--- config.mk ---
export PLATFORM = sky130hd
export DESIGN_NAME = pc_fetch_stage_flat
export DESIGN_NICKNAME = d
export VERILOG_FILES = /design/src/rtl/pc_fetch_stage_if.sv /design/src/rtl/pc_fetch_stage.sv /design/src/flat_wrapper.sv
export SDC_FILE = /design/constraint.sdc
export NUM_CORES = 1
export LEC_CHECK = 0
export CORE_MARGIN = 2
export CORE_UTILIZATION = 46
export DETAILED_ROUTE_END_ITERATION = 10
export PLACE_DENSITY_LB_ADDON = 0.25
export SLEW_MARGIN = 20
export SYNTH_ARGS = -nofsm -noshare
export SYNTH_HDL_FRONTEND = slang
export SYNTH_SLANG_ARGS = --single-unit
export TNS_END_PERCENT = 50
--- constraint.sdc ---
create_clock -name clk -period 1.7 [get_ports clk]
set_input_delay 0.255 -clock clk [delete_from_list [all_inputs] [get_ports clk]]
set_output_delay 0.255 -clock clk [all_outputs]
set_load 0.03 [all_outputs]
--- src/rtl/pc_fetch_stage_if.sv ---
// pc_fetch_stage_if
//   Bundles the IF stage's two handshakes: the instruction-memory
//   request/response channel and the IF/ID output register.
//   master : fetch stage side (drives requests and IF/ID contents)
//   slave  : environment side (memory + decode stage)
//   Signals:
//     imemReqValid/imemReqReady/imemReqAddr : fetch request handshake
//     imemRespValid/imemRespData            : one-cycle response, no backpressure
//     ifValid/ifPc/ifInstr                  : IF/ID register contents
//     idReady                               : decode consumes IF/ID this cycle
interface pc_fetch_stage_if #(
  parameter int ADDR_WIDTH = 32
);
  logic                  imemReqValid;
  logic                  imemReqReady;
  logic [ADDR_WIDTH-1:0] imemReqAddr;
  logic                  imemRespValid;
  logic [31:0]           imemRespData;
  logic                  ifValid;
  logic [ADDR_WIDTH-1:0] ifPc;
  logic [31:0]           ifInstr;
  logic                  idReady;

  modport master (
    output imemReqValid, imemReqAddr, ifValid, ifPc, ifInstr,
    input  imemReqReady, imemRespValid, imemRespData, idReady
  );

  modport slave (
    input  imemReqValid, imemReqAddr, ifValid, ifPc, ifInstr,
    output imemReqReady, imemRespValid, imemRespData, idReady
  );
endinterface

--- src/rtl/pc_fetch_stage.sv ---
// pc_fetch_stage
//   IF stage of the 5-stage RISC-V core. Holds the PC, applies the 2-bit
//   PC select from branch resolution, keeps at most one instruction-memory
//   request outstanding and presents {pc, instr} in the IF/ID register.
//   Any non-zero pcSel is a redirect: it wins over every other event in the
//   cycle, flushes IF/ID and discards any in-flight fetch.
//   Ports:
//     clk, rst_n    : clock (rising), async active-low reset
//     pcSel         : 00 seq, 01 branch/jal, 10 jalr, 11 trap
//     branchTarget  : target for 01
//     jalrTarget    : target for 10 (bit0 cleared)
//     bus           : pc_fetch_stage_if.master (imem + IF/ID handshakes)
//     misalignTrap  : only with PC_MISALIGN_TRAP_EN; 1-cycle pulse when a
//                     01/10 target is not word aligned (pc goes to TRAP_VECTOR)
//   Optional feature macro: PC_MISALIGN_TRAP_EN
module pc_fetch_stage #(
  parameter int                  ADDR_WIDTH  = 32,
  parameter logic [ADDR_WIDTH-1:0] RESET_PC    = '0,
  parameter logic [ADDR_WIDTH-1:0] TRAP_VECTOR = ADDR_WIDTH'('h100)
) (
  input  logic                  clk,
  input  logic                  rst_n,
  input  logic [1:0]            pcSel,
  input  logic [ADDR_WIDTH-1:0] branchTarget,
  input  logic [ADDR_WIDTH-1:0] jalrTarget,
`ifdef PC_MISALIGN_TRAP_EN
  output logic                  misalignTrap,
`endif
  pc_fetch_stage_if.master      bus
);

  localparam logic [31:0] NOP = 32'h0000_0013;

  typedef enum logic [1:0] {
    S_REQ  = 2'd0,
    S_WAIT = 2'd1,
    S_HOLD = 2'd2,
    S_DROP = 2'd3
  } state_t;

  state_t                state, nextState;
  logic [ADDR_WIDTH-1:0] pc, reqPc, holdPc;
  logic [31:0]           holdInstr;
  logic                  redirect, reqFire;
  logic [ADDR_WIDTH-1:0] rawTarget, target;
  logic                  loadResp, loadHold, captureHold;

  assign redirect = (pcSel != 2'b00);

  always_comb begin
    rawTarget = TRAP_VECTOR;
    case (pcSel)
      2'b01:   rawTarget = branchTarget;
      2'b10:   rawTarget = {jalrTarget[ADDR_WIDTH-1:1], 1'b0};
      default: rawTarget = TRAP_VECTOR;
    endcase
  end

`ifdef PC_MISALIGN_TRAP_EN
  logic misaligned;
  // Alignment is judged after the jalr bit0 clear, so only bit1 can trip jalr.
  assign misaligned = ((pcSel == 2'b01) || (pcSel == 2'b10)) && (rawTarget[1:0] != 2'b00);
  assign target     = misaligned ? TRAP_VECTOR : rawTarget;

  always_ff @(posedge clk or negedge rst_n) begin
    if (!rst_n) misalignTrap <= 1'b0;
    else        misalignTrap <= misaligned;
  end
`else
  assign target = rawTarget;
`endif

  // Gated by rst_n so no request is seen while the core is held in reset.
  assign bus.imemReqValid = rst_n && (state == S_REQ) && !redirect;
  assign bus.imemReqAddr  = pc;
  assign reqFire          = bus.imemReqValid && bus.imemReqReady;

  always_comb begin
    nextState   = state;
    loadResp    = 1'b0;
    loadHold    = 1'b0;
    captureHold = 1'b0;
    case (state)
      S_REQ: begin
        if (reqFire) nextState = S_WAIT;
      end
      S_WAIT: begin
        if (bus.imemRespValid) begin
          if (redirect) begin
            nextState = S_REQ;  // response lands with the redirect: drop it now
          end else if (!bus.ifValid || bus.idReady) begin
            loadResp  = 1'b1;
            nextState = S_REQ;
          end else begin
            captureHold = 1'b1;
            nextState   = S_HOLD;
          end
        end else if (redirect) begin
          nextState = S_DROP;
        end
      end
      S_HOLD: begin
        if (redirect)         nextState = S_REQ;
        else if (bus.idReady) begin
          loadHold  = 1'b1;
          nextState = S_REQ;
        end
      end
      S_DROP: begin
        // The awaited response retires the outstanding request even if a
        // new redirect arrives with it; staying here would wait forever.
        if (bus.imemRespValid) nextState = S_REQ;
      end
      default: nextState = S_REQ;
    endcase
  end

  always_ff @(posedge clk or negedge rst_n) begin
    if (!rst_n) begin
      state <= S_REQ;
      pc    <= RESET_PC;
      reqPc <= '0;
    end else begin
      state <= nextState;
      if (redirect) begin
        pc <= target;
      end else if (reqFire) begin
        reqPc <= pc;
        pc    <= pc + ADDR_WIDTH'(4);
      end
    end
  end

  always_ff @(posedge clk or negedge rst_n) begin
    if (!rst_n) begin
      holdPc    <= '0;
      holdInstr <= NOP;
    end else if (captureHold) begin
      holdPc    <= reqPc;
      holdInstr <= bus.imemRespData;
    end
  end

  always_ff @(posedge clk or negedge rst_n) begin
    if (!rst_n) begin
      bus.ifValid <= 1'b0;
      bus.ifPc    <= '0;
      bus.ifInstr <= NOP;
    end else if (redirect) begin
      bus.ifValid <= 1'b0;
    end else if (loadResp) begin
      bus.ifValid <= 1'b1;
      bus.ifPc    <= reqPc;
      bus.ifInstr <= bus.imemRespData;
    end else if (loadHold) begin
      bus.ifValid <= 1'b1;
      bus.ifPc    <= holdPc;
      bus.ifInstr <= holdInstr;
    end else if (bus.ifValid && bus.idReady) begin
      bus.ifValid <= 1'b0;
    end
  end

endmodule

--- src/flat_wrapper.sv ---
// flat-port wrapper written by rule: the top's interface ports become plain ports
module pc_fetch_stage_flat 
#(
  parameter int                  ADDR_WIDTH  = 32,
  parameter logic [ADDR_WIDTH-1:0] RESET_PC    = '0,
  parameter logic [ADDR_WIDTH-1:0] TRAP_VECTOR = ADDR_WIDTH'('h100)
)
  (clk, rst_n, pcSel, branchTarget, jalrTarget, bus_imemReqValid, bus_imemReqAddr, bus_ifValid, bus_ifPc, bus_ifInstr, bus_imemReqReady, bus_imemRespValid, bus_imemRespData, bus_idReady);
  pc_fetch_stage_if #(.ADDR_WIDTH(ADDR_WIDTH)) bus_i ();
  input  logic clk;
  input  logic rst_n;
  input  logic [1:0] pcSel;
  input  logic [ADDR_WIDTH-1:0] branchTarget;
  input  logic [ADDR_WIDTH-1:0] jalrTarget;
  output wire logic [$bits(bus_i.imemReqValid)-1:0] bus_imemReqValid;
  output wire logic [$bits(bus_i.imemReqAddr)-1:0] bus_imemReqAddr;
  output wire logic [$bits(bus_i.ifValid)-1:0] bus_ifValid;
  output wire logic [$bits(bus_i.ifPc)-1:0] bus_ifPc;
  output wire logic [$bits(bus_i.ifInstr)-1:0] bus_ifInstr;
  input wire logic [$bits(bus_i.imemReqReady)-1:0] bus_imemReqReady;
  input wire logic [$bits(bus_i.imemRespValid)-1:0] bus_imemRespValid;
  input wire logic [$bits(bus_i.imemRespData)-1:0] bus_imemRespData;
  input wire logic [$bits(bus_i.idReady)-1:0] bus_idReady;
  assign bus_imemReqValid = bus_i.imemReqValid;
  assign bus_imemReqAddr = bus_i.imemReqAddr;
  assign bus_ifValid = bus_i.ifValid;
  assign bus_ifPc = bus_i.ifPc;
  assign bus_ifInstr = bus_i.ifInstr;
  assign bus_i.imemReqReady = bus_imemReqReady;
  assign bus_i.imemRespValid = bus_imemRespValid;
  assign bus_i.imemRespData = bus_imemRespData;
  assign bus_i.idReady = bus_idReady;
  pc_fetch_stage #(.ADDR_WIDTH(ADDR_WIDTH), .RESET_PC(RESET_PC), .TRAP_VECTOR(TRAP_VECTOR)) u_core (.clk(clk), .rst_n(rst_n), .pcSel(pcSel), .branchTarget(branchTarget), .jalrTarget(jalrTarget), .bus(bus_i));
endmodule
==> summary.txt, run 1 <==
share of layout cells above drive strength 1 - 41.95%
Port Buffers - 199
Initial Utilization - 46.79%
slowest stage cell, crit path - dfrtp_1
power per cell area - 755.5 nW/um2
Top Ports - 201
Filler cells - 1473
CTS max path bufs - 2
Mapped Nets - 820
clk_skew - 0.008492 ns
Crit Path Max Fanout - 5
Post-Place Cells - 1230
Total GRT Usage - 24.99%
GRT Residual Overflow - 0
Post-Syn Area - 9437 um2
Slew headroom - 44.19%
crit share post-route - 115.6%
final setup violation count - 122
Hold WS - 0.1050 ns
Detailed Place HPWL - 16.69 mm
vias in the first global route - 7352
DIE WIDTH - 147.2 um
register area share after synthesis - 51.79%
detailed-route via count - 7266
Max VDD drop - 0.0006320 V
clock sinks - 195
storage element area - 4896 um2
Critical Path AT - 2.28 ns
post-synthesis register bit count - 195
post-route setup slack - -0.2655 ns
vias per cell - 5.611
DR DRC count - 0
Synth area leader - dfrtp_1
CTS tree - yes
FP Rows - 52
CTS buffer count - 17
max-slew violations - 0
Synth Instances - 712
Synth area leaders - dfrtp_1 (50%), mux2_2 (21%), mux2_1 (5.6%)
most common cell in the netlist - dfrtp_1
Most used DFF post-synth - dfrtp_1
worst slew pin tran - 0.8371 ns
WL/cell - 20.55 um
nets - 1120
Hold WC Path Type - input port to async pin
iteration count of the initial detailed-routing pass - 5
yosys warns - 0
Max-Cap Viols - 0
Antenna diodes - 0
Setup crit end kind - flop
Worst path max stage delay - 0.37 ns
clock-pin transition on the worst setup and hold timing paths - 0.07 ns
Placer Congestion - 0.9052
Synth Area per Inst - 13.25 um2
most used cell, CP - mux2_4
RSZ-0062 raised after global routing - true
Root Buffer - clkbuf_16
Finished Layout Cells - 1295
CP Class - flop to flop
crit path from - u_core.state[1]
EDFF count, synth - 0
1st-iter DRT viols - 454
CP cell instances - nand4b_1, buf_4, nor2_4, buf_6, buf_12, clkbuf_16, mux2_4, mux2_4
Multi-input gate area - 4731 um2
Fmax achieved - 0.5088 GHz
Crit path required time - 2.01 ns
CP startpoint kind - flop
Final Core Density - 69.60%
final setup TNS - -18.27 ns
largest net degree at the start of global routing - 148
Die Ht - 147.2 um
Final ANT Viol Nets - 0
Core Area - 20170 um2
Total Routed Length - 26.61 mm
status - finished, violations left
failing checks - setup timing
Clk Latency, worst-skew pair - 0.43 ns
first-pass GRT wire length - 42.12 mm
final hold vios - 0
die area - 21680 um2
H-tree depth - 4
Synth top cells by count - dfrtp_1 (189), mux2_2 (178), mux2_1 (47)
R2R Path Start - u_core.state[1]
Tmin final - 1.966 ns
asr flop ratio synth - 100.0%
Synth top area share - 50.12%
Synth cell types - 70
initial antenna violation count - 0
synthesis-to-finish area growth - 48.77%
leakage - 6.844 nW
registers in the layout, summed over array words and instances, names as in the netlist:
signal	count
u_core.holdInstr	32
u_core.bus.ifPc	32
u_core.holdPc	32
u_core.state	2
u_core.bus.imemReqAddr	32
u_core.bus.ifInstr	32
u_core.reqPc	32
u_core.bus.ifValid	1
cell usage in the layout, fill, tap and decap left out, types with 4 or more instances in the layout:
cell,n
buf_16,7
buf_6,19
dfstp_2,6
o22ai_1,4
a22oi_1,26
buf_4,68
nand4_1,8
a21oi_1,11
xnor2_1,5
or3_1,8
o21ai_0,6
dfrtp_2,7
nand2b_1,4
a31oi_1,6
mux2_1,4
o211ai_1,20
mux2_2,101
nand2_1,30
dfrtp_1,182
nor3_1,5
nor2_1,14
clkdlybuf4s50_1,98
a22o_1,5
mux2_4,120
buf_12,27
nand3_1,11
or4_1,5
dlygate4sd2_1,93
clkbuf_16,19
metal layers:
metal  global-route usage (%)  vias up  share of wire (%)
met1                    34.75     3689                 45
met4                    7.933        0                2.0
met3                    3.571       35                5.0
li1                         -     3270                  -
met2                    40.72      272                 48
met5                        0        -                  0
cell type report:
cell class / instances / share of cell area [%]
flip-flops and latches: 195 / 34.88
multi-input cells: 467 / 33.70
repair buffers: 326 / 24.41
clock buffers: 21 / 3.209
well taps: 270 / 2.406
clock inverters: 11 / 1.078
inverters: 5 / 0.3209
path summary, 6_finish.rpt:
path / to / slack, ns / cells after the start
max in group asynchronous: u_core.holdPc[12] / 0.85 / 3
worst min-delay path: u_core.reqPc[3] / 0.10 / 3
min in group clk: u_core.holdInstr[9] / 0.48 / 2
worst max register to register: u_core.bus.ifInstr[6] / -0.27 / 8
worst max-delay path: u_core.bus.ifInstr[6] / -0.27 / 8
worst min register to register: u_core.bus.ifInstr[8] / 0.50 / 1
repair_timing:
action | in CTS | in global routing
endpoints found under the setup margin | 289 | 195
gates resized for setup | 240 | 45
gates cloned | 10 | 3
pin swaps | 5 | 13
hold buffers | 1 | 0
buffers inserted | 25 | 5
endpoints found under the hold margin | 9 | 0
critical path: cells and delay by family, from the launching register on:
family                 cells  cell delay [ns]
buffers and inverters      4             0.59
multiplexers               2             0.57
flip-flops                 1             0.37
AND/OR/NAND/NOR            2             0.31
through the flow:
step           instance area [um2]  total power [W]  setup WS (ns)
6_report                     14040          0.01061        -0.2655
5_1_grt                      14040          0.01097        -0.3335
4_1_cts                      13970          0.01064        -0.2613
3_5_place_dp                 12470         0.006446        -0.7637
3_3_place_gp                 12470         0.006424        -0.7361
2_1_floorplan                 9565         0.005637       -0.07337
logic make-up (layout without fill, tap and decap cells):
kind of cell | after synthesis | after routing | share of synthesized area, %
muxes | 225 | 225 | 26.85
buffers and inverters | 50 | 363 | 3.752
AOI/OAI and AO/OA | 108 | 108 | 8.393
xor gates and xnor gates | 5 | 5 | 0.4640
DFF | 195 | 195 | 51.79
and+or+nand+nor | 124 | 124 | 8.088
adders and majority gates | 5 | 5 | 0.6630
power by group:
group | internal, W | total, W | switching [W]
sequential | 0.00483 | 0.00502 | 0.000189
combinational | 0.000699 | 0.00138 | 0.000682
clock | 0.00237 | 0.00421 | 0.00183
total | 0.00790 | 0.0106 | 0.00270
(Power assumes the default switching activity.)
==> inputs of run 2 (changes only) <==
Settings changed: CORE_MARGIN 2 to 3.
==> run 2 against run 1 <==
Net effect:
- critical endpoint is now u_core.bus.ifPc[8]
- largest cell class unchanged
- combinational power barely moved
- non-clock buffer count fell by 3
- final cell count fell by 0.62%
- the flow finishes with violations (hold timing, setup timing)
- final area rose by 1.0%
- sequential share of layout area fell by 0.37 points
- first-iteration DRC count rose by 9.5%
==> summary.txt, run 2 (synthesis results as in run 1) <==
Top Ports - 201 (unchanged)
power per cell area - 747.2 nW/um2 (-1.1%)
Critical Path AT - 2.22 ns (-0.06 ns)
Core Area - 19780 um2 (-1.9%)
detailed-route via count - 7255 (-0.15%)
Final ANT Viol Nets - 0 (unchanged)
share of layout cells above drive strength 1 - 41.00% (-0.95 points)
Antenna diodes - 0 (unchanged)
final setup violation count - 168 (+38%)
Crit Path Max Fanout - 6 (+1)
Max-Cap Viols - 0 (unchanged)
clock sinks - 195 (unchanged)
CTS tree - yes
leakage - 6.970 nW (+1.8%)
Slew headroom - 43.48% (-0.71 points)
Crit path required time - 2.03 ns (+0.02 ns)
Root Buffer - clkbuf_16
Tmin final - 1.897 ns (-0.06836 ns)
Placer Congestion - 0.8398 (-7.2%)
Max VDD drop - 0.0007246 V (+15%)
worst slew pin tran - 0.8478 ns (+0.01064 ns)
H-tree depth - 4 (unchanged)
Hold WS - -0.3829 ns (-0.4878 ns)
Clk Latency, worst-skew pair - 0.44 ns (about the same)
nets - 1117 (-0.27%)
CP Class - flop to flop
1st-iter DRT viols - 497 (+9.5%)
Final Core Density - 71.71% (+2.1 points)
initial antenna violation count - 0 (unchanged)
CP startpoint kind - flop
max-slew violations - 0 (unchanged)
Die Ht - 149.2 um (+1.4%)
leading cell type in the layout, fill and taps excluded - dfrtp_1
first-pass GRT wire length - 43.75 mm (+3.9%)
DR DRC count - 0 (unchanged)
CTS max path bufs - 2 (unchanged)
Port Buffers - 199 (unchanged)
iteration count of the initial detailed-routing pass - 5 (unchanged)
Detailed Place HPWL - 17.07 mm (+2.3%)
DIE WIDTH - 149.2 um (+1.4%)
clk_skew - 0.01283 ns (+0.004338 ns)
synthesis-to-finish area growth - 50.32%
most frequent cells in the layout - dfrtp_1 (183), mux2_4 (139), clkdlybuf4s50_1 (98)
WL/cell - 21.64 um (+5.3%)
Total GRT Usage - 25.13% (+0.14 points)
vias in the first global route - 7841 (+6.7%)
Fmax achieved - 0.5271 GHz (+3.6%)
post-route setup slack - -0.1972 ns (+0.06836 ns)
status - finished, violations left
FP Rows - 51 (-1.9%)
crit share post-route - 111.6% (-4.0 points)
clock-pin transition on the worst setup and hold timing paths - 0.07 ns (about the same)
Total Routed Length - 27.86 mm (+4.7%)
final hold vios - 42 (+42)
largest net degree at the start of global routing - 158 (+6.8%)
Initial Utilization - 47.70% (+0.92 points)
total design power - 0.01060 W (about the same)
Hold WC Path Type - input port to async pin
GRT Residual Overflow - 0 (unchanged)
RSZ-0062 raised after global routing - true
Filler cells - 1368 (-7.1%)
die area - 22270 um2 (+2.7%)
CTS buffer count - 17 (unchanged)
Setup crit end kind - flop
vias per cell - 5.637 (+0.47%)
failing checks - hold timing, setup timing
[run 2: cell types whose count changed in the layout (fill, tap and decap cells not counted), moves of 3 or more]
cell and delta:
mux2_4 +19, or4_1 -3, mux2_2 -35, clkbuf_1 -3, mux2_1 +16, buf_4 -5
buf_16 +3, inv_8 +3, dlygate4sd2_1 -4, clkdlybuf4s15_1 +5, or4_4 +3
[run 2: layer usage]
layer | share of wire [%] | wire, um | track usage [%]
met5 | 0 | 0 | 0
met3 | 5.8 | 1620 | 4.923
met1 | 43 | 12030 | 33.02
met4 | 2.0 | 567 | 8.238
met2 | 49 | 13640 | 42.05
[run 2: cell type report]
cell class                 instances  area, um2  area share, %
inverter                           5      46.29         0.3264
tap                              265      331.6          2.337
clock inverter                    14      166.4          1.173
sequential                       195       4895          34.51
clock buffer                      18      439.2          3.096
multi-input combinational        467       4843          34.14
timing repair buffer             323       3463          24.42
[run 2: final timing paths]
path                                      startpoint                   end  slack, ns  depth (start not counted)
worst max-delay path                 u_core.state[1]    u_core.bus.ifPc[8]      -0.20                          8
min in group clk                bus_imemRespData[29]  u_core.holdInstr[29]       0.47                          2
worst min register to register    u_core.bus.ifPc[6]    u_core.bus.ifPc[6]       0.50                          1
worst min-delay path                           rst_n       u_core.state[0]      -0.38                          1
worst max register to register       u_core.state[1]    u_core.bus.ifPc[8]      -0.20                          8
max in group asynchronous                      rst_n  u_core.holdInstr[17]       1.06                          2
[run 2: worst max-delay path, cell delays in order, from the launching register on]
cell      delay [ns]
dfrtp_1         0.37
nand4b_1        0.24
nor2_4          0.15
buf_6           0.12
buf_12          0.12
buf_12          0.11
buf_12          0.12
mux2_4          0.29
mux2_4          0.26
[run 2: timing repair]
| item | 4_1_cts | 5_1_grt |
|---|---|---|
| endpoints found under the hold margin | 38 | 38 |
| cloned | 15 | 1 |
| setup endpoints to repair | 285 | 195 |
| pin swaps | 16 | 9 |
| setup buffers | 33 | 2 |
| gates resized for setup | 255 | 65 |
[run 2: report_power, final]
group | switching [W] | internal, W | total [W]
Sequential | 0.000191 | 0.00483 | 0.00502
Clock | 0.00192 | 0.00226 | 0.00418
Combinational | 0.000694 | 0.000705 | 0.00140
Total | 0.00280 | 0.00779 | 0.0106
[run 2: per-stage QoR]
stage	area, um2	setup TNS, ns	std cells	setup WS, ns
after CTS	14150	-21.74	1294	-0.2118
after global placement	12440	-123.47	1219	-0.7276
after floorplan	9565	-4.458	712	-0.07337
after global routing	14180	-31.24	1287	-0.2646
after detailed placement	12440	-127.53	1219	-0.7714
final	14180	-19.65	1287	-0.1972
